### src/rtl/ping_pong_ctrl_if.sv
// Stream and buffer-port bundle for ping_pong_ctrl.
// master = the controller, slave = the producer/consumer/buffer side.
interface ping_pong_ctrl_if #(
  parameter int WIDTH      = 32,
  parameter int ADDR_WIDTH = 8,
  parameter int WE_WIDTH   = 4
);
  logic                  in_valid;
  logic                  in_ready;
  logic [WIDTH-1:0]      in_data;
  logic                  out_valid;
  logic                  out_ready;
  logic [WIDTH-1:0]      out_data;
  logic                  out_last;
  logic                  u0_wr;
  logic                  u1_wr;
  logic                  u0_rd;
  logic                  u1_rd;
  logic                  ena;
  logic [WE_WIDTH-1:0]   wea;
  logic [ADDR_WIDTH-1:0] addra;
  logic [WIDTH-1:0]      dina;
  logic                  enb;
  logic [ADDR_WIDTH-1:0] addrb;
  logic [WIDTH-1:0]      doutb;

  modport master (
    input  in_valid, in_data, out_ready, doutb,
    output in_ready, out_valid, out_data, out_last,
    output u0_wr, u1_wr, u0_rd, u1_rd,
    output ena, wea, addra, dina, enb, addrb
  );

  modport slave (
    output in_valid, in_data, out_ready, doutb,
    input  in_ready, out_valid, out_data, out_last,
    input  u0_wr, u1_wr, u0_rd, u1_rd,
    input  ena, wea, addra, dina, enb, addrb
  );
endinterface

### src/rtl/ping_pong_ctrl.sv
// Ping-pong buffer controller: fills one bank from the input stream while draining the other.
// Optional status outputs (bank_full, frame_cnt) are enabled by defining PP_STATUS_EN.
module ping_pong_ctrl #(
  parameter int WIDTH      = 32,
  parameter int ADDR_WIDTH = 8,
  parameter int WE_WIDTH   = 4,
  parameter int DEPTH      = 256
) (
  input  logic             clk,
  input  logic             rst,
  ping_pong_ctrl_if.master bus
`ifdef PP_STATUS_EN
  ,
  output logic [1:0]       bank_full,
  output logic [15:0]      frame_cnt
`endif
);

  typedef enum logic {IDLE, READ} rd_state_t;

  localparam logic [ADDR_WIDTH-1:0] LAST_ADDR = ADDR_WIDTH'(DEPTH - 1);
  localparam logic [ADDR_WIDTH:0]   LAST_CNT  = (ADDR_WIDTH + 1)'(DEPTH - 1);
  localparam logic [ADDR_WIDTH:0]   DEPTH_CNT = (ADDR_WIDTH + 1)'(DEPTH);

  logic [1:0]            full_reg, full_next;
  logic                  wr_bank_reg;
  logic [ADDR_WIDTH-1:0] wr_addr_reg;
  rd_state_t             state_reg, state_next;
  logic                  rd_bank_reg, rd_bank_next;
  logic [ADDR_WIDTH:0]   rd_cnt_reg, rd_cnt_next;
  logic                  inflight_reg, inflight_last_reg;

  logic [WIDTH-1:0]      fifo_data_reg [2];
  logic [1:0]            fifo_last_reg;
  logic                  fifo_head_reg, fifo_tail_reg;
  logic [1:0]            fifo_count_reg;

  logic                  wr_xfer, wr_wrap, pop, cap_last, issue;
  logic [2:0]            slots_used;
  logic [1:0]            u_wr, u_rd;

  // Write side
  assign bus.in_ready = ~full_reg[wr_bank_reg];
  assign wr_xfer      = bus.in_valid & bus.in_ready;
  assign wr_wrap      = wr_xfer & (wr_addr_reg == LAST_ADDR);
  assign bus.ena      = wr_xfer;
  assign bus.wea      = {WE_WIDTH{1'b1}};
  assign bus.addra    = wr_addr_reg;
  assign bus.dina     = bus.in_data;

  generate
    for (genvar gi = 0; gi < 2; gi++) begin : g_sel
      assign u_wr[gi] = (wr_bank_reg == 1'(gi)) & ~full_reg[gi];
      assign u_rd[gi] = (state_reg == READ) & (rd_bank_reg == 1'(gi));
    end
  endgenerate

  assign bus.u0_wr = u_wr[0];
  assign bus.u1_wr = u_wr[1];
  assign bus.u0_rd = u_rd[0];
  assign bus.u1_rd = u_rd[1];

  // Output FIFO view
  assign bus.out_valid = (fifo_count_reg != 2'd0);
  assign bus.out_data  = fifo_data_reg[fifo_head_reg];
  assign bus.out_last  = bus.out_valid & fifo_last_reg[fifo_head_reg];
  assign pop           = bus.out_valid & bus.out_ready;
  assign cap_last      = inflight_reg & inflight_last_reg;

  // Counting the slot freed by this cycle's pop is what keeps back-to-back issue at 1 word/cycle.
  assign slots_used = {1'b0, fifo_count_reg} + {2'b00, inflight_reg} - {2'b00, pop};
  assign issue      = (state_reg == READ) && (rd_cnt_reg != DEPTH_CNT) && (slots_used < 3'd2);

  assign bus.enb   = issue;
  assign bus.addrb = rd_cnt_reg[ADDR_WIDTH-1:0];

  always_comb begin
    state_next   = state_reg;
    rd_bank_next = rd_bank_reg;
    rd_cnt_next  = rd_cnt_reg;
    full_next    = full_reg;
    if (issue) begin
      rd_cnt_next = rd_cnt_reg + 1'b1;
    end
    case (state_reg)
      IDLE: begin
        if (full_reg[rd_bank_reg]) begin
          state_next = READ;
        end
      end
      READ: begin
        if (cap_last) begin
          full_next[rd_bank_reg] = 1'b0;
          rd_bank_next           = ~rd_bank_reg;
          rd_cnt_next            = '0;
          state_next             = full_reg[~rd_bank_reg] ? READ : IDLE;
        end
      end
      default: state_next = IDLE;
    endcase
    // Never the bank being cleared: a set needs ~full, a clear needs full.
    if (wr_wrap) begin
      full_next[wr_bank_reg] = 1'b1;
    end
  end

  always_ff @(posedge clk) begin
    if (rst) begin
      full_reg          <= '0;
      wr_bank_reg       <= 1'b0;
      wr_addr_reg       <= '0;
      state_reg         <= IDLE;
      rd_bank_reg       <= 1'b0;
      rd_cnt_reg        <= '0;
      inflight_reg      <= 1'b0;
      inflight_last_reg <= 1'b0;
      fifo_last_reg     <= '0;
      fifo_head_reg     <= 1'b0;
      fifo_tail_reg     <= 1'b0;
      fifo_count_reg    <= '0;
    end else begin
      full_reg          <= full_next;
      state_reg         <= state_next;
      rd_bank_reg       <= rd_bank_next;
      rd_cnt_reg        <= rd_cnt_next;
      inflight_reg      <= issue;
      inflight_last_reg <= issue & (rd_cnt_reg == LAST_CNT);
      if (wr_xfer) begin
        wr_addr_reg <= wr_wrap ? '0 : wr_addr_reg + 1'b1;
        wr_bank_reg <= wr_bank_reg ^ wr_wrap;
      end
      if (inflight_reg) begin
        fifo_last_reg[fifo_tail_reg] <= inflight_last_reg;
        fifo_tail_reg                <= ~fifo_tail_reg;
      end
      if (pop) begin
        fifo_head_reg <= ~fifo_head_reg;
      end
      fifo_count_reg <= fifo_count_reg + 2'(inflight_reg) - 2'(pop);
    end
  end

  always_ff @(posedge clk) begin
    if (inflight_reg) begin
      fifo_data_reg[fifo_tail_reg] <= bus.doutb;
    end
  end

`ifdef PP_STATUS_EN
  logic [15:0] frame_cnt_reg;

  always_ff @(posedge clk) begin
    if (rst) begin
      frame_cnt_reg <= '0;
    end else if (pop && bus.out_last) begin
      frame_cnt_reg <= frame_cnt_reg + 1'b1;
    end
  end

  assign bank_full = full_reg;
  assign frame_cnt = frame_cnt_reg;
`endif

  // A bank is never selected for write and read at once, and only one bank is read.
  assert property (@(posedge clk) disable iff (rst)
    !(u_wr[0] && u_rd[0]) && !(u_wr[1] && u_rd[1]) && !(u_rd[0] && u_rd[1]));

endmodule

### src/flat_wrapper.sv
// flat-port wrapper written by rule: the top's interface ports become plain ports
module ping_pong_ctrl_flat 
#(
  parameter int WIDTH      = 32,
  parameter int ADDR_WIDTH = 8,
  parameter int WE_WIDTH   = 4,
  parameter int DEPTH      = 256
)
  (clk, rst, bus_in_valid, bus_in_data, bus_out_ready, bus_doutb, bus_in_ready, bus_out_valid, bus_out_data, bus_out_last, bus_u0_wr, bus_u1_wr, bus_u0_rd, bus_u1_rd, bus_ena, bus_wea, bus_addra, bus_dina, bus_enb, bus_addrb);
  ping_pong_ctrl_if #(.WIDTH(WIDTH), .ADDR_WIDTH(ADDR_WIDTH), .WE_WIDTH(WE_WIDTH)) bus_i ();
  input  logic clk;
  input  logic rst;
  input wire logic [$bits(bus_i.in_valid)-1:0] bus_in_valid;
  input wire logic [$bits(bus_i.in_data)-1:0] bus_in_data;
  input wire logic [$bits(bus_i.out_ready)-1:0] bus_out_ready;
  input wire logic [$bits(bus_i.doutb)-1:0] bus_doutb;
  output wire logic [$bits(bus_i.in_ready)-1:0] bus_in_ready;
  output wire logic [$bits(bus_i.out_valid)-1:0] bus_out_valid;
  output wire logic [$bits(bus_i.out_data)-1:0] bus_out_data;
  output wire logic [$bits(bus_i.out_last)-1:0] bus_out_last;
  output wire logic [$bits(bus_i.u0_wr)-1:0] bus_u0_wr;
  output wire logic [$bits(bus_i.u1_wr)-1:0] bus_u1_wr;
  output wire logic [$bits(bus_i.u0_rd)-1:0] bus_u0_rd;
  output wire logic [$bits(bus_i.u1_rd)-1:0] bus_u1_rd;
  output wire logic [$bits(bus_i.ena)-1:0] bus_ena;
  output wire logic [$bits(bus_i.wea)-1:0] bus_wea;
  output wire logic [$bits(bus_i.addra)-1:0] bus_addra;
  output wire logic [$bits(bus_i.dina)-1:0] bus_dina;
  output wire logic [$bits(bus_i.enb)-1:0] bus_enb;
  output wire logic [$bits(bus_i.addrb)-1:0] bus_addrb;
  assign bus_i.in_valid = bus_in_valid;
  assign bus_i.in_data = bus_in_data;
  assign bus_i.out_ready = bus_out_ready;
  assign bus_i.doutb = bus_doutb;
  assign bus_in_ready = bus_i.in_ready;
  assign bus_out_valid = bus_i.out_valid;
  assign bus_out_data = bus_i.out_data;
  assign bus_out_last = bus_i.out_last;
  assign bus_u0_wr = bus_i.u0_wr;
  assign bus_u1_wr = bus_i.u1_wr;
  assign bus_u0_rd = bus_i.u0_rd;
  assign bus_u1_rd = bus_i.u1_rd;
  assign bus_ena = bus_i.ena;
  assign bus_wea = bus_i.wea;
  assign bus_addra = bus_i.addra;
  assign bus_dina = bus_i.dina;
  assign bus_enb = bus_i.enb;
  assign bus_addrb = bus_i.addrb;
  ping_pong_ctrl #(.WIDTH(WIDTH), .ADDR_WIDTH(ADDR_WIDTH), .WE_WIDTH(WE_WIDTH), .DEPTH(DEPTH)) u_core (.clk(clk), .rst(rst), .bus(bus_i));
endmodule
### config.mk
export PLATFORM = sky130hd
export DESIGN_NAME = ping_pong_ctrl_flat
export DESIGN_NICKNAME = d
export VERILOG_FILES = /design/src/rtl/ping_pong_ctrl_if.sv /design/src/rtl/ping_pong_ctrl.sv /design/src/flat_wrapper.sv
export SDC_FILE = /design/constraint.sdc
export NUM_CORES = 1
export LEC_CHECK = 0
export CORE_MARGIN = 3
export CORE_UTILIZATION = 39
export CTS_CLUSTER_SIZE = 25
export DETAILED_ROUTE_END_ITERATION = 8
export PLACE_DENSITY_LB_ADDON = 0.08
export SYNTH_ARGS = -nofsm -noshare
export SYNTH_HDL_FRONTEND = slang
export SYNTH_SLANG_ARGS = --single-unit
### constraint.sdc
create_clock -name clk -period 3.1 [get_ports clk]
set_clock_uncertainty 0.2 [all_clocks]
set_input_delay 0.31 -clock clk [delete_from_list [all_inputs] [get_ports clk]]
set_output_delay 0.31 -clock clk [all_outputs]
set_load 0.1 [all_outputs]
==> results of run 1 <==
[repair_timing]
item | 4_1_cts | 5_1_grt
endpoints found under the hold margin | 0 | 0
resized for setup | 6 | 1
pin swaps | 4 | 1
buffers inserted | 17 | 1
setup endpoints to repair | 1 | 2
[report_power, final]
| group | internal (mW) | total [mW] | switching [mW] |
|---|---|---|---|
| clock network | 0.379 | 0.805 | 0.427 |
| logic | 0.980 | 2.30 | 1.32 |
| registers | 1.38 | 1.41 | 0.0267 |
| total | 2.74 | 4.51 | 1.77 |
[cells by family after synthesis]
group           after synthesis  share of synthesized area
compound gates               19                    0.03222
xor+xnor                     13                    0.02766
fa+ha+maj                     7                    0.02310
buf+inv                      64                    0.09848
flops                        95                     0.6176
mux                          38                     0.1055
other cells                   1                  0.0009110
simple gates                 73                    0.09453
[placed cells by master (no fill, tap or decap), types with 3 or more instances in the layout]
cell	instances
a21oi_1	8
dfxtp_1	29
mux2_2	32
nand2_1	5
nand2b_1	3
o21ai_0	4
conb_1	4
inv_1	10
nor2b_1	6
buf_12	34
ha_1	4
xnor2_1	8
xor2_1	4
nor3_1	4
nand3_1	7
and2_1	4
mux2i_1	4
nand4_1	7
buf_6	3
clkbuf_8	9
edfxtp_1	64
nor2_1	21
buf_4	42
clkdlybuf4s50_1	35
and3_1	3
nor4_1	3
[critical path, cell delays in order (launching register included)]
cell,delay [ns]
dfxtp_4,0.36
nor2_4,0.13
clkinvlp_4,0.09
and2_4,0.15
ha_4,0.25
inv_2,0.03
ha_4,0.14
fa_2,0.38
xnor2_4,0.17
a211oi_4,0.26
buf_6,0.15
buf_12,0.16
[through the flow]
step	power, mW	TNS [ns]	instance area [um^2]	setup slack [ns]
after CTS	4.531	-0.1143	5580	-0.1038
after floorplan	2.988	-6.183	4198	-1.016
final	4.512	-0.08862	5584	-0.05295
after detailed placement	3.437	0	5234	0.03224
after global placement	3.429	0	5234	0.04226
after global routing	4.717	-0.3286	5584	-0.1731
[worst paths after layout]
check                               to  slack, ns  depth (start not counted)
setup / recovery               bus_enb      -0.05                         11
hold / removal    u_core.fifo_tail_reg       0.27                          2
setup reg to reg  u_core.rd_cnt_reg[6]       0.24                         12
hold reg to reg   u_core.fifo_tail_reg       0.27                          2
[metal layers]
layer / share of wire / vias to the layer above / global-route usage
li1: - / 1204 / -
met1: 0.45 / 1196 / 0.1861
met2: 0.49 / 73 / 0.2211
met3: 0.053 / 14 / 0.03552
met4: 0.0078 / 0 / 0.04599
met5: 0 / - / 0
[final cells by class]
cell class	count	area, um^2
tap	133	166.4
timing repair buffer	114	1380
sequential	95	2550
fill	848	4415
clock inverter	6	68.82
clock buffer	10	127.6
inverter	12	48.80
multi-input combinational	154	1242
==> results.yml, run 1 <==
floorplan:
  die_area_mm2: 0.01182
  die_h_um: 108.7
  initial_core_util: 0.4117
  coreArea_mm2: 0.01000
  num_io_pins: 161
  rows: 36
  die_w_um: 108.7
global_routing:
  overflow: 0
  grt_pass1_wl_um: 12670
  grt_max_degree: 34
  track_usage: 0.1390
  grt_pass1_vias: 2481
  grt_antenna_before_repair: 0
power_and_ir_drop:
  p_leak_nw: 2.030
  ir_drop_uv: 288.9
  p_per_area_mw_per_mm2: 808.0
clock_tree:
  numCtsBuffers: 9
  clock-sinks: 95
  cts_hold_buffers: 0
  cts_buffer_depth: 2
  insertion_delay_ns: 0.34
  cts.clk_slew.worst_paths_ns: 0.09
  clock_tree.root_cell: "clkbuf_8"
  cts_tree: "built"
  cts_max_level: 3
outcome:
  violations: "negative setup slack"
  status: "complete, but fails checks"
synth:
  synth-async-reset-ratio: 0
  ys_top_cells_by_count: "edfxtp_1, buf_4, mux2_2"
  synth_ff_type: "edfxtp_1"
  synthCells: 310
  syn_avg_cell_area_um2: 13.28
  synth_top_area_share: 0.4669
  synthTopCellsByArea: "edfxtp_1, dfxtp_1, mux2_2"
  synth_area_mm2: 0.004116
  ys_warn_count: 0
  ys_seq_area_frac: 0.6176
  synth_edf_count: 64
  yosysTopAreaCell: "edfxtp_1"
  synth-seq-cells: 95
  ys_types: 39
  synth_most_common_cell: "edfxtp_1"
cells_and_area:
  largest_reg_flops: 64
  stdcell_count: 524
  drive_above_1_share: 0.3632
  areaGrowthSynthToFinish_pct: 35.65
  nets: 461
  final_util: 0.5584
  antennaDiodeCount: 0
timing:
  max_slew_margin: 0.4305
  period_share: 1.017
  finalSetupViolCount: 2
  final_max_slew_viol_count: 0
  hold_violations: 0
  min_period_ns: 3.153
  worstMarginPinSlew_ns: 0.8542
  max_freq_ghz: 0.3172
  whs_ns: 0.2713
  rsz0062_at_grt: "yes"
  setup_slack_ns: -0.05295
route:
  drtPass1Iterations: 4
  drtAntennaViolNets: 0
  wl_um: 8038
  drt_first_iter_violations: 83
  viasPerCell: 4.746
  avgRoutedWirePerCell_um: 15.34
  num_vias: 2487
  route.detailed.drc: 0
setup_path:
  cp_data_required_time_ns: 2.59
  end_kind: "primary output"
  cp-startpoint: "u_core.fifo_count_reg[1]"
  worstPathArrival_ns: 2.64
  criticalPathCategory: "flop to primary output"
  cp-start-kind: "flop"
  crit_fanout: 2
  timing.rr.start: "u_core.fifo_count_reg[1]"
hold_path:
  hold_path_class: "flop to flop"
  hp-start: "u_core.fifo_tail_reg"
place:
  portBuffers: 92
  post-dp-hpwl_um: 5296
  gp_congestion: 0.7691
  dpl.cell_count: 491
run:
  max_cap_violations: 0
Power figures use the tool's default switching activity.
==> inputs of run 2 (changes only) <==
Settings changed: HOLD_SLACK_MARGIN set to 0.12.
==> results of run 2 <==
Same layout as run 1: the final DEF is identical, and so are final timing and power.
